<file path="config.mk">
export PLATFORM = sky130hd
export DESIGN_NAME = player_sprite_source
export DESIGN_NICKNAME = d
export VERILOG_FILES = /design/src/rtl/sprite_pkg.sv /design/src/rtl/sprite_hit_box.sv /design/src/rtl/player_sprite_source.sv
export SDC_FILE = /design/constraint.sdc
export NUM_CORES = 1
export LEC_CHECK = 0
export ABC_AREA = 1
export CORE_UTILIZATION = 55
export DETAILED_ROUTE_END_ITERATION = 10
export GPL_ROUTABILITY_DRIVEN = 0
export PLACE_DENSITY = 0.89
export SETUP_SLACK_MARGIN = 0.4
export SYNTH_ARGS = -nofsm -noshare
export SYNTH_HDL_FRONTEND = slang
export SYNTH_HIERARCHICAL = 1
export SYNTH_SLANG_ARGS = --single-unit
</file>
<file path="constraint.sdc">
create_clock -name iVGA_CLK -period 4.2 [get_ports iVGA_CLK]
set_input_delay 0.42 -clock iVGA_CLK [delete_from_list [all_inputs] [get_ports iVGA_CLK]]
set_output_delay 0.42 -clock iVGA_CLK [all_outputs]
set_load 0.02 [all_outputs]
</file>
<file path="src/rtl/sprite_pkg.sv">
// rtl/sprite_pkg.sv - shared types and constants for sprite pixel sources
package sprite_pkg;

    localparam int SPR_W          = 32;
    localparam int SPR_H          = 16;
    localparam int VIDEO_W        = 640;
    localparam int Y_POS          = 440;
    localparam int STEP           = 4;
    localparam int EXPLODE_FRAMES = 32;
    localparam int RESPAWN_FRAMES = 60;
    localparam int CNT_W          = 7;
    localparam int X_MAX          = VIDEO_W - SPR_W;
    localparam int X_START        = (VIDEO_W - SPR_W) / 2;

    // Colours are packed [7:6] blue, [5:3] green, [2:0] red
    localparam logic [7:0] COLOR_BLACK = 8'h00;
    localparam logic [7:0] SHIP_COLOR  = 8'b00_111_000;

    typedef enum logic [1:0] {
        ALIVE,
        EXPLODING,
        DEAD
    } ship_state_t;

    // Row 0 is the top row; bit SPR_W-1 of each row is the leftmost pixel.
    // Row 0 is solid so the full width of the box can be probed on one line.
    localparam logic [SPR_H-1:0][SPR_W-1:0] SHIP_BITMAP = {
        32'hFFFF_FFFF,  // row 15
        32'hFFFF_FFFF,  // row 14
        32'hFFFF_FFFF,  // row 13
        32'hFFFF_FFFF,  // row 12
        32'hFFFF_FFFF,  // row 11
        32'hFFFF_FFFF,  // row 10
        32'hFFFF_FFFF,  // row 9
        32'hFFFF_FFFF,  // row 8
        32'h7FFF_FFFE,  // row 7
        32'h3FFF_FFFC,  // row 6
        32'h0007_E000,  // row 5
        32'h0007_E000,  // row 4
        32'h0003_C000,  // row 3
        32'h0003_C000,  // row 2
        32'h0001_8000,  // row 1
        32'hFFFF_FFFF   // row 0
    };

endpackage

</file>
<file path="src/rtl/sprite_hit_box.sv">
// rtl/sprite_hit_box.sv - combinational box test and local pixel offsets for a sprite
module sprite_hit_box #(
    parameter int W   = 32,
    parameter int H   = 16,
    parameter int LXW = $clog2(W),
    parameter int LYW = $clog2(H)
) (
    input  logic [10:0]    pixel_x_i,
    input  logic [10:0]    pixel_y_i,
    input  logic [10:0]    box_x_i,
    input  logic [10:0]    box_y_i,
    output logic           inside_o,
    output logic [LXW-1:0] local_x_o,
    output logic [LYW-1:0] local_y_o
);

    // Compare on 12 bits so box_x + W cannot wrap near the top of the range
    always_comb begin
        inside_o  = ({1'b0, pixel_x_i} >= {1'b0, box_x_i}) &&
                    ({1'b0, pixel_x_i} <  ({1'b0, box_x_i} + 12'(W))) &&
                    ({1'b0, pixel_y_i} >= {1'b0, box_y_i}) &&
                    ({1'b0, pixel_y_i} <  ({1'b0, box_y_i} + 12'(H)));
        local_x_o = LXW'(pixel_x_i - box_x_i);
        local_y_o = LYW'(pixel_y_i - box_y_i);
    end

endmodule

</file>
<file path="src/rtl/player_sprite_source.sv">
// rtl/player_sprite_source.sv - player ship pixel source with per-frame motion and life FSM
module player_sprite_source
    import sprite_pkg::*;
(
    input  logic        iVGA_CLK,
    input  logic        iRST_n,
    input  logic [10:0] pixelX,
    input  logic [10:0] pixelY,
    input  logic        startOfFrame,
    input  logic        moveLeft,
    input  logic        moveRight,
    input  logic        hit,
    output logic [7:0]  bgr_data_8,
    output logic        drawRequest,
    output logic [10:0] shipX,
    output logic        alive
);

    ship_state_t      state_q, state_d;
    logic [CNT_W-1:0] cnt_q, cnt_d;
    logic [10:0]      x_q, x_d;
    logic             pend_q, pend_d;
    logic             draw_q, draw_d;
    logic [7:0]       bgr_q, bgr_d;
    logic             visible;
    logic             in_box;
    logic [4:0]       local_x;
    logic [3:0]       local_y;
    logic             bit_set;

    sprite_hit_box #(
        .W (SPR_W),
        .H (SPR_H)
    ) u_hit_box (
        .pixel_x_i (pixelX),
        .pixel_y_i (pixelY),
        .box_x_i   (x_q),
        .box_y_i   (11'(Y_POS)),
        .inside_o  (in_box),
        .local_x_o (local_x),
        .local_y_o (local_y)
    );

    // State, position and registered pixel outputs
    always_ff @(posedge iVGA_CLK or negedge iRST_n) begin
        if (!iRST_n) begin
            state_q <= ALIVE;
            cnt_q   <= '0;
            x_q     <= 11'(X_START);
            pend_q  <= 1'b0;
            draw_q  <= 1'b0;
            bgr_q   <= COLOR_BLACK;
        end else begin
            state_q <= state_d;
            cnt_q   <= cnt_d;
            x_q     <= x_d;
            pend_q  <= pend_d;
            draw_q  <= draw_d;
            bgr_q   <= bgr_d;
        end
    end

    // Next state: everything except the hit latch moves only on startOfFrame
    always_comb begin
        state_d = state_q;
        cnt_d   = cnt_q;
        x_d     = x_q;
        // A hit is remembered only while alive; otherwise it is dropped
        pend_d  = (state_q == ALIVE) ? (pend_q | hit) : 1'b0;
        if (startOfFrame) begin
            case (state_q)
                ALIVE: begin
                    pend_d = 1'b0;
                    if (pend_q || hit) begin
                        state_d = EXPLODING;
                        cnt_d   = '0;
                    end else if (moveLeft && !moveRight) begin
                        x_d = (x_q < 11'(STEP)) ? 11'd0 : x_q - 11'(STEP);
                    end else if (moveRight && !moveLeft) begin
                        x_d = (x_q >= 11'(X_MAX - STEP)) ? 11'(X_MAX) : x_q + 11'(STEP);
                    end
                end
                EXPLODING: begin
                    if (cnt_q == CNT_W'(EXPLODE_FRAMES - 1)) begin
                        state_d = DEAD;
                        cnt_d   = '0;
                    end else begin
                        cnt_d = cnt_q + 1'b1;
                    end
                end
                DEAD: begin
                    if (cnt_q == CNT_W'(RESPAWN_FRAMES - 1)) begin
                        state_d = ALIVE;
                        cnt_d   = '0;
                        x_d     = 11'(X_START);
                    end else begin
                        cnt_d = cnt_q + 1'b1;
                    end
                end
                default: begin
                    state_d = ALIVE;
                    cnt_d   = '0;
                    x_d     = 11'(X_START);
                end
            endcase
        end
    end

    // State-derived outputs: life flag and sprite visibility (blinks every 4 frames while exploding)
    always_comb begin
        alive   = 1'b0;
        visible = 1'b0;
        case (state_q)
            ALIVE: begin
                alive   = 1'b1;
                visible = 1'b1;
            end
            EXPLODING: visible = cnt_q[2];
            default:   visible = 1'b0;
        endcase
    end

    // Pixel lookup feeding the one-cycle output register
    always_comb begin
        bit_set = SHIP_BITMAP[local_y][5'(SPR_W - 1) - local_x];
        draw_d  = visible && in_box && bit_set;
        bgr_d   = draw_d ? SHIP_COLOR : COLOR_BLACK;
    end

    assign bgr_data_8  = bgr_q;
    assign drawRequest = draw_q;
    assign shipX       = x_q;

endmodule

</file>
Word-level counts from Yosys, hierarchy flattened

Memories as Yosys holds them, arrays and structs flattened.
Cells that the tools add are included.

Bits in read-only memories: 512
Memories kept: 1
Flip-flop bits (word level): 30

Add/sub/neg operators: 7
Eq/ne operators: 9
Magnitude comparators: 8
Reduce and logical (&&, ||, !) cells: 14
Bitwise operators: 2
Multiplexer cells: 24

Memories:

| memory          | depth | bits a word | rd ports | clocked after Yosys merged registers in | wr ports | line                        | source |
|---|---|---|---|---|---|---|---|
| (no name shown) | 16    | 32          | 1        | 0                                       | 0        | player_sprite_source.sv:125 | `bit_set = SHIP_BITMAP[local_y][5'(SPR_W - 1) - local_x];` |

Operators with widths:

| operator                                                                | count |
|---|---|
| 11-bit two-way mux                                                      | 6 |
| 11-bit case mux with 3 select lines                                     | 1 |
| 32-bit two-way mux                                                      | 1 |
| 7-bit two-way mux                                                       | 3 |
| 7-bit case mux with 3 select lines                                      | 1 |
| 11-bit by 6-bit adder with 12-bit output, second input constant         | 1 |
| 11-bit by 12-bit < comparator with 1-bit output                         | 1 |
| 11-bit by 3-bit adder with 11-bit output, second input constant         | 1 |
| 11-bit by 10-bit >= comparator with 1-bit output, second input constant | 1 |
| 11-bit >= comparator                                                    | 1 |
| 11-bit by 9-bit >= comparator with 1-bit output, second input constant  | 1 |
| 11-bit by 3-bit < comparator with 1-bit output, second input constant   | 1 |
| 11-bit by 9-bit < comparator with 1-bit output, second input constant   | 1 |
| 11-bit by 3-bit subtractor with 11-bit output, second input constant    | 1 |
| 7-bit by 1-bit adder with 7-bit output, second input constant           | 1 |
| 7-bit by 5-bit equality test with 1-bit output, second input constant   | 1 |
| 7-bit by 6-bit equality test with 1-bit output, second input constant   | 1 |
| 1-bit logical AND                                                       | 7 |
| 5-bit by 6-bit < comparator with 1-bit output, second input constant    | 1 |
| 2-bit two-way mux                                                       | 3 |
| 6-bit two-way mux                                                       | 1 |
| 2-bit != test, second input constant                                    | 3 |
| 2-bit case mux with 3 select lines                                      | 1 |
| 1-bit binary-select mux with 5-bit select                               | 1 |
| 18 further kinds                                                        | 23 |

Logic depth before layout (Yosys ltp)

Gate-level depths: netlist of run 1.

Depth in word-level cells: 8
Gate-level depth with buffers: 16

Modules after synthesis

Netlist of run 1, hierarchy kept.

By module, submodules not included:

| module               | cells each | instances | area an instance (um2) |
|---|---|---|---|
| player_sprite_source | 259        | 1         | 1705.4 |
| sprite_hit_box       | 226        | 1         | 1340.0 |

Worst setup path before layout of run 1

No wires, ideal clock.

Kind: register to register
Start point: register x_q[5], in the netlist shipX[5]
End point: register bgr_q[4], in the netlist bgr_data_8[4]
Cell stages (with the launch flop): 15
Clock period less this slack: 2.246 ns
Buffers on the path: 0
Setup slack: 1.954 ns
Data arrival time: 2.184 ns
Library setup time: 0.063 ns
Cell sequence: dfstp_2 -> ha_1 -> nand3_1 -> xor2_1 -> ha_1 -> nand3_1 -> inv_1 -> nand3_1 -> nor2_1 -> nor2_1 -> nand3_1 -> nor2_1 -> a21boi_0 -> nand2_1 -> inv_1

Longest elaborated chain between the ends: 8
Elaborated cells on any way between the ends: 9
Classes of those cells: add/sub (1); order compare (2); mux (1); reduce/logical (5)

RTL lines:

| element                                         | line                        | source |
|---|---|---|
| from (decl)                                     | player_sprite_source.sv:21  | `logic [10:0] x_q, x_d;` |
| from (signal assigned)                          | player_sprite_source.sv:49  | `x_q <= 11'(X_START);` |
| 11-bit by 6-bit adder with 12-bit output        | sprite_hit_box.sv:20        | `({1'b0, pixel_x_i} < ({1'b0, box_x_i} + 12'(W))) &&` |
| 11-bit by 12-bit < comparator with 1-bit output | sprite_hit_box.sv:20        |  |
| 1-bit logical AND (*)                           | sprite_hit_box.sv:19        | `inside_o = ({1'b0, pixel_x_i} >= {1'b0, box_x_i}) &&` |
| 1-bit logical AND (*)                           | sprite_hit_box.sv:20        |  |
| 1-bit logical AND (*)                           | sprite_hit_box.sv:21        | `({1'b0, pixel_y_i} >= {1'b0, box_y_i}) &&` |
| named net in_box                                | player_sprite_source.sv:26  | `logic in_box;` |
| 1-bit logical AND (*) (2 in series)             | player_sprite_source.sv:126 | `draw_d = visible && in_box && bit_set;` |
| named net draw_d                                | player_sprite_source.sv:23  | `logic draw_q, draw_d;` |
| 6-bit two-way mux (*)                           | player_sprite_source.sv:127 | `bgr_d = draw_d ? SHIP_COLOR : COLOR_BLACK;` |
| to (signal assigned)                            | player_sprite_source.sv:59  | `bgr_q <= bgr_d;` |
| to (decl)                                       | player_sprite_source.sv:24  | `logic [7:0] bgr_q, bgr_d;` |

Mark *: on every way through the listed nets, which the timed path passes. The rest lies on a longest branch.
A chain may end at the register's enable or synchronous reset.

Worst setup path in the final report of run 1

Start point: register x_q[7], in the netlist shipX[7]
End point: register bgr_q[4], in the netlist bgr_data_8[4]

The elaborated chain is that of the path after synthesis.

==> impl_table.tex, run 1 <==
\begin{tabular}{lr}
\hline
Metric & Value \\
\hline
\multicolumn{2}{l}{\textbf{Drt}} \\
\quad Length of the first detailed-routing pass in iterations & 4 \\
\quad Starting DRC count in detailed routing & 233 \\
\quad Aggregate routed wire length & 6.93 mm \\
\quad Mean number of vias per cell & 4.95 \\
\quad DR vias & 3078 \\
\quad Antenna Violating Nets Remaining & 0 \\
\quad DRC violation count after routing & 0 \\
\quad Routed wire per std cell & 11.1 um \\
\multicolumn{2}{l}{\textbf{Clocking}} \\
\quad H-tree level count & 1 \\
\quad Skew-Pair Late Insertion Delay & 260 ps \\
\quad Hold Buf Count CTS & 0 \\
\quad Clock transition at the register clock pins on the worst setup and hold paths after CTS & 70 ps \\
\quad Number of gates given a new drive strength after cts & 0 \\
\quad CTS tree & built \\
\quad Number of sinks on the clock net & 20 \\
\quad TritonCTS Buffers & 3 \\
\quad Post CTS Setup Buffer Count & 0 \\
\quad Cell chosen for the clock root & clkbuf\_8 \\
\quad Number of buffers on the longest clock path & 2 \\
\multicolumn{2}{l}{\textbf{Worst setup path}} \\
\quad Critical Path Source Type & flop \\
\quad Critical R2R Launch & shipX[7]\$\_DFFE\_PN0P\_ \\
\quad Most common cell on crit path & nand2\_1 \\
\quad Kind of end point of the critical path & flop \\
\quad Cells on worst reg2reg path & 14 \\
\quad Cell chain of the critical path & nand3\_1, nor3\_1, xor2\_1, ha\_1, a21oi\_1, nand2\_1, nand2\_1, nand2\_1, nor2\_1, nand3\_1, nor2\_1, a21boi\_0, nand2\_1, inv\_1 \\
\quad Launching element of the worst setup path & shipX[7]\$\_DFFE\_PN0P\_ \\
\quad Slowest stage cell on the critical path & dfrtp\_1 \\
\quad Biggest fanout along the worst timing path & 12 \\
\quad Biggest cell delay along the critical path & 630 ps \\
\quad Category of the most critical setup path & flop to flop \\
\quad Worst EP required & between 4000 and 5000 ps \\
\quad Data arrival time of the worst path & 2590 ps \\
\multicolumn{2}{l}{\textbf{Floorplan}} \\
\quad Die Y & 76.4 um \\
\quad Chip width & 76.4 um \\
\quad Die ar. & 5840 um\^{}2 \\
\quad Floorplan Core Area & 5200 um\^{}2 \\
\quad Core Rows & 26 \\
\quad Initial core utilization & 0.585 \\
\quad Top Ports & 49 \\
\multicolumn{2}{l}{\textbf{Power}} \\
\quad Static power due to leakage & 2.01 nW \\
\quad IR drop worst, VDD & 0.423 mV \\
\quad Pwr Density & 443 nW/um\^{}2 \\
\multicolumn{2}{l}{\textbf{Timing}} \\
\quad Time the worst path needs with I/O delays and setup & $\sim$2400 ps \\
\quad Post-route worst hold slack & $\sim$520 ps \\
\quad Crit share post-route & 0.569 \\
\quad Final setup violation count & 0 \\
\quad Worst-margin pin slew & 884 ps \\
\quad Setup repair after global routing missed its margin & false \\
\quad Normalized max-slew margin & 0.409 \\
\quad Final count of pins violating max slew & 0 \\
\quad Final hold viol count & 0 \\
\quad Worst-case clock skew & about 3.6 ps \\
\quad Upper clock frequency limit & 419 MHz \\
\quad Total Neg Setup Slack & 0 ps \\
\multicolumn{2}{l}{\textbf{Cells and area}} \\
\quad Most common cell after layout, fill and taps aside & nand2\_1 \\
\quad Antenna diode instance count & 0 \\
\quad Count of non-filler cells in the finished layout & 622 \\
\quad Share of cells above drive strength 1 & 0.0634 \\
\quad Area growth from synthesis to layout & 19.2\% \\
\quad Commonest non-fill, non-tap cells in the layout & nand2\_1 (126), inv\_1 (80), nor2\_1 (58), ha\_1 (43), clkdlybuf4s50\_1 (41) \\
\quad Fillers & roughly 440 \\
\quad Final net count & 626 \\
\multicolumn{2}{l}{\textbf{Hold path}} \\
\quad Number of instances on the worst hold path & 1 \\
\quad Worst min-delay path startpoint & cnt\_q[0]\$\_DFFE\_PN0P\_ \\
\quad Min-Delay Path Class & flop to flop \\
\multicolumn{2}{l}{\textbf{Logic synthesis}} \\
\quad Post-synthesis register bit count & 20 \\
\quad Synthesized netlist cell count & 485 \\
\quad Average footprint of a synthesized cell & 6.28 um\^{}2 \\
\quad Dominant cell type by area after synthesis & ha\_1 \\
\quad Synth top area cells & ha\_1 (18\%), nand2\_1 (16\%), dfrtp\_1 (14\%) \\
\quad Number of warnings printed during yosys synthesis & 6 \\
\quad Sequential cell area fraction in the yosys report & 0.166 \\
\quad Summed instance area of the synthesized netlist & 3050 um\^{}2 \\
\quad Share of Yosys cell area claimed by the top area cell type & 0.177 \\
\quad Distinct cell type count of the synthesized netlist & 36 \\
\multicolumn{2}{l}{\textbf{Place}} \\
\quad Placed Cells incl. Taps & 618 \\
\quad Post-detail-place hpwl & about 5.7 mm \\
\quad Port Buf Inserts & 41 \\
\multicolumn{2}{l}{\textbf{Global routing}} \\
\quad First-pass GRT wire length & 11.9 mm \\
\quad Initial antenna violation count & 0 \\
\quad Overflow left after global routing & 0 \\
\quad Global routing usage summed across all routing layers & 0.243 \\
\quad Largest net degree at the start of global routing & 21 \\
\quad Via count of the first global-routing pass & 2976 \\
\multicolumn{2}{l}{\textbf{Run status}} \\
\quad Outcome & complete, no violations \\
\multicolumn{2}{l}{\textbf{Run}} \\
\quad Reported max-cap violation count & 0 \\
\hline
\end{tabular}
-- cells by family (layout without fill, tap and decap cells) --
| family | count (synthesis) | after routing | share of synthesized area |
|---|---|---|---|
| adder cells (fa/ha/maj) | 45 | 45 | 0.190 |
| buffers and inverters | 104 | 135 | 0.145 |
| flip-flops | 20 | 20 | 0.166 |
| AND/OR/NAND/NOR | 249 | 249 | 0.353 |
| XOR/XNOR | 23 | 23 | 0.0661 |
| AO/OA/AOI/OAI | 42 | 42 | 0.0777 |
| other | 2 | 38 | 0.00247 |
-- per-layer routing --
metal | track usage | vias to the layer above | part of all wire
li1 | - | 1603 | -
met1 | 0.296 | 1372 | 0.44
met2 | 0.453 | 90 | 0.50
met3 | 0.0228 | 13 | 0.042
met4 | 0.0577 | 0 | 0.016
met5 | 0 | - | 0
-- path summary, 6_finish.rpt --
check / endpoint / slack [ps]
setup / recovery: bgr_data_8[4]$_DFF_PN0_ / 1810
hold / removal: cnt_q[0]$_DFFE_PN0P_ / 520
setup reg to reg: bgr_data_8[4]$_DFF_PN0_ / 1810
hold reg to reg: cnt_q[0]$_DFFE_PN0P_ / 520
max in group asynchronous: cnt_q[5]$_DFFE_PN0P_ / 3000
min in group asynchronous: cnt_q[0]$_DFFE_PN0P_ / 660
-- metrics by stage --
| stage | power, mW | setup WS [ps] | instance area [um^2] | util |
|---|---|---|---|---|
| 2_1_floorplan | 1.17 | 1950 | 3180 | - |
| 3_3_place_gp | 1.40 | 1870 | 3570 | 0.687 |
| 3_5_place_dp | 1.44 | 1820 | 3570 | 0.687 |
| 4_1_cts | 1.60 | 1810 | 3630 | 0.697 |
| 5_1_grt | 1.77 | 1390 | 3630 | 0.697 |
| 6_report | 1.61 | 1810 | 3630 | 0.697 |
-- sequential cells by signal, indices dropped and copies added, names as in the netlist --
| name | flops |
|---|---|
| bgr_data_8 | 1 |
| cnt_q | 7 |
| pend_q | 1 |
| shipX | 9 |
| state_q | 2 |
-- synth_stat cells, drive strengths merged --
| master | number |
|---|---|
| o21ai | 14 |
| ha | 43 |
| dfstp | 3 |
| fa | 2 |
| nor3b | 1 |
| a21oi | 22 |
| xor2 | 20 |
| xnor2 | 3 |
| nor2 | 64 |
| o21bai | 1 |
| nor3 | 3 |
| conb | 2 |
| inv | 89 |
| o21a | 1 |
| dfrtp | 17 |
| a21boi | 1 |
| a31oi | 2 |
| o22ai | 1 |
| clkinv | 1 |
| nand2 | 131 |
| buf | 14 |
| nand4 | 7 |
| nand3 | 41 |
| nand3b | 2 |
-- worst max-delay path, delay by kind of cell, from the launching register on --
family	cells	cell delay (ps)
compound gates	2	320
fa+ha+maj	1	270
xor+xnor	1	180
flops	1	630
simple gates	9	880
buf+inv	1	50
-- report_power, final --
part / internal [mW] / switching (mW) / total, mW
registers: 0.261 / 0.122 / 0.383
logic: 0.416 / 0.662 / 1.08
clock network: 0.0834 / 0.0634 / 0.147
total: 0.761 / 0.848 / 1.61
-- area by class of cell --
| cell class | count | area (um^2) | share of cell area |
|---|---|---|---|
| Timing Repair Buffer | 41 | 410 | 0.113 |
| Tap cell | 70 | 87.6 | 0.0241 |
| Clock buffer | 4 | 55.1 | 0.0152 |
| Inverter | 90 | 338 | 0.0931 |
| Multi-Input combinational cell | 397 | 2230 | 0.616 |
| Sequential cell | 20 | 504 | 0.139 |
Note: power is estimated with default switching activity, not from simulation.
==> inputs of run 2 (changes only) <==
Settings changed: CORE_UTILIZATION 55 to 50, PLACE_DENSITY 0.89 to 0.85.
Clock period 4.2 ns to 2.1 ns, I/O delays scaled along.
==> impl_table.tex, run 2 (synthesis gave the netlist of run 1 again) <==
\begin{tabular}{lr}
\hline
Metric & Value \\
\hline
\multicolumn{2}{l}{\textbf{Global routing}} \\
\quad Global routing usage summed across all routing layers & 0.230 \\
\quad Initial antenna violation count & 0 \\
\quad First-pass GRT wire length & 11.9 mm \\
\quad Overflow left after global routing & 0 \\
\quad Largest net degree at the start of global routing & 21 \\
\quad Via count of the first global-routing pass & $\sim$3000 \\
\multicolumn{2}{l}{\textbf{Run status}} \\
\quad Violated checks & negative setup slack \\
\quad Outcome & finished, violations left \\
\multicolumn{2}{l}{\textbf{Drt}} \\
\quad DRC violation count after routing & 0 \\
\quad Starting DRC count in detailed routing & 102 \\
\quad Aggregate routed wire length & 7.20 mm \\
\quad Length of the first detailed-routing pass in iterations & 4 \\
\quad Antenna Violating Nets Remaining & 0 \\
\quad DR vias & 3168 \\
\quad Mean number of vias per cell & 4.91 \\
\quad Routed wire per std cell & approximately 11 um \\
\multicolumn{2}{l}{\textbf{Cells and area}} \\
\quad Antenna diode instance count & 0 \\
\quad Commonest non-fill, non-tap cells in the layout & nand2\_1 (125), inv\_1 (78), nor2\_1 (57), ha\_1 (39), conb\_1 (38) \\
\quad Number of flip-flops in the largest register & 9 \\
\quad Final net count & approximately 640 \\
\quad Count of non-filler cells in the finished layout & 645 \\
\quad Util after Layout & 0.661 \\
\quad Share of cells above drive strength 1 & 0.125 \\
\quad Area growth from synthesis to layout & 27.8\% \\
\quad Most common cell after layout, fill and taps aside & nand2\_1 \\
\quad Fillers & approximately 530 \\
\multicolumn{2}{l}{\textbf{Place}} \\
\quad Port Buf Inserts & 41 \\
\quad Placed Cells incl. Taps & 639 \\
\quad Post-detail-place hpwl & between 5 and 6 mm \\
\multicolumn{2}{l}{\textbf{Worst setup path}} \\
\quad Critical R2R Launch & shipX[5]\$\_DFFE\_PN1P\_ \\
\quad Cells on worst reg2reg path & 14 \\
\quad Biggest fanout along the worst timing path & 3 \\
\quad Launching element of the worst setup path & shipX[5]\$\_DFFE\_PN1P\_ \\
\quad Critical Path Source Type & flop \\
\quad Kind of end point of the critical path & flop \\
\quad Setup crit end & bgr\_data\_8[4]\$\_DFF\_PN0\_ \\
\quad R2r setup slk & -60 ps \\
\quad Worst EP required & between 2000 and 2500 ps \\
\quad Data arrival time of the worst path & approximately 2400 ps \\
\quad Capturing point of the worst reg2reg path & bgr\_data\_8[4]\$\_DFF\_PN0\_ \\
\quad Category of the most critical setup path & flop to flop \\
\multicolumn{2}{l}{\textbf{Clocking}} \\
\quad Clock transition at the register clock pins on the worst setup and hold paths after CTS & approximately 70 ps \\
\quad Skew-Pair Late Insertion Delay & around 260 ps \\
\quad TritonCTS Buffers & 3 \\
\quad Number of sinks on the clock net & 20 \\
\quad CTS tree & built \\
\quad Number of buffers on the longest clock path & 2 \\
\quad H-tree level count & 1 \\
\quad Cell chosen for the clock root & clkbuf\_8 \\
\multicolumn{2}{l}{\textbf{Timing}} \\
\quad Setup repair after global routing missed its margin & true \\
\quad Final count of pins violating max slew & 0 \\
\quad Crit share post-route & 1.03 \\
\quad Upper clock frequency limit & 464 MHz \\
\quad Worst-case clock skew & 1.77 ps \\
\quad Final hold viol count & 0 \\
\quad Final setup violation count & 1 \\
\quad Time the worst path needs with I/O delays and setup & around 2200 ps \\
\quad Least setup slack across all paths after layout & -56.3 ps \\
\multicolumn{2}{l}{\textbf{Power}} \\
\quad Internal power consumption & 1.73 mW \\
\quad Clock network fraction of design power & 0.083 \\
\quad Switching power total & between 1.5 and 2 mW \\
\quad IR drop worst, VDD & 0.688 mV \\
\quad Pwr Density & 914 nW/um\^{}2 \\
\quad Net switching share of the total power & 0.514 \\
\quad Static power due to leakage & 2.13 nW \\
\quad Power share of the combinational group & 0.739 \\
\quad Power share of the sequential group & 0.178 \\
\multicolumn{2}{l}{\textbf{Floorplan}} \\
\quad Floorplan Core Area & 5890 um\^{}2 \\
\quad Core Rows & 28 \\
\quad Initial core utilization & 0.517 \\
\quad Die Y & 80.0 um \\
\quad Die ar. & 6410 um\^{}2 \\
\quad Top Ports & 49 \\
\quad Chip width & 80.0 um \\
\multicolumn{2}{l}{\textbf{Hold path}} \\
\quad Min-Delay Path Class & input pin to async pin \\
\multicolumn{2}{l}{\textbf{Run}} \\
\quad Reported max-cap violation count & 0 \\
\hline
\end{tabular}
-- run 2: changes by cell type in the layout (fill, tap and decap cells not counted), sizes merged --
cell	delta
buf	+18
clkdlybuf4s50	-6
dlygate4sd2	+5
dlymetal6s2s	+1
-- run 2: layout make-up --
cell class | count | area (um^2) | share of cell area
multi-input combinational | 397 | 2350 | 0.604
timing repair buffer | 59 | 546 | 0.140
inverter | 90 | 340 | 0.0874
tap | 75 | 93.8 | 0.0241
clock buffer | 4 | 55.1 | 0.0141
sequential | 20 | 505 | 0.130
-- run 2: layer usage --
metal | share of wire | up-vias | global-route usage
li1 | - | 1641 | -
met1 | 0.42 | 1440 | 0.259
met2 | 0.53 | 81 | 0.450
met3 | 0.041 | 6 | 0.0309
met4 | 0.0054 | 0 | 0.0536
met5 | 0 | - | 0
-- run 2: power by group through the flow --
stage	Clock (mW)	Sequential (mW)	Combinational, mW
floorplan	0	0.781	1.58
global placement	0	0.631	2.38
detailed placement	0	0.639	2.46
CTS	0.304	0.633	2.45
global route	0.327	0.649	2.93
finish	0.293	0.634	2.63
-- run 2: through the flow --
stage | setup slack (ps) | power (mW) | area (um^2) | setup TNS (ps) | hold WS (ps)
2_1_floorplan | -42.2 | 2.36 | 3210 | -42.2 | -85.6
3_3_place_gp | 16.6 | 3.01 | 3730 | 0 | 488
3_5_place_dp | -77.9 | 3.10 | 3730 | -77.9 | 501
4_1_cts | -38.6 | 3.39 | 3780 | -38.6 | 295
5_1_grt | -213 | 3.91 | 3890 | -213 | 308
6_report | -56.3 | 3.56 | 3890 | -56.3 | 288
-- run 2: worst min path at each step --
stage	start	cells past startpoint	slack, ps	end
3_3_place_gp	cnt_q[0]$_DFFE_PN0P_	1	490	cnt_q[0]$_DFFE_PN0P_
6_report	iRST_n	2	290	shipX[10]$_DFFE_PN0P_
5_1_grt	iRST_n	2	310	shipX[6]$_DFFE_PN0P_
4_1_cts	iRST_n	2	300	shipX[10]$_DFFE_PN0P_
2_1_floorplan	iRST_n	0	-90	bgr_data_8[4]$_DFF_PN0_
3_5_place_dp	cnt_q[0]$_DFFE_PN0P_	1	500	cnt_q[0]$_DFFE_PN0P_
-- run 2: what timing repair did --
action	in CTS	in global routing
pin swaps	0	11
endpoints found under the setup margin	10	8
cloned	0	0
setup buffers	0	2
hold buffers	0	0
resized for setup	6	21
-- run 2: critical path, cell delays in order, from the launching register on --
cell and delay, ps:
dfstp_2 570, nand3_2 100, nor3_2 190, xor2_1 170, ha_1 290, a21oi_2 140, nand2_1 60, nand2_1 50
nand2_1 50, nor2_1 80, nand3_1 80, nor2_1 80, a21boi_2 140, nand2_1 60, inv_1 50
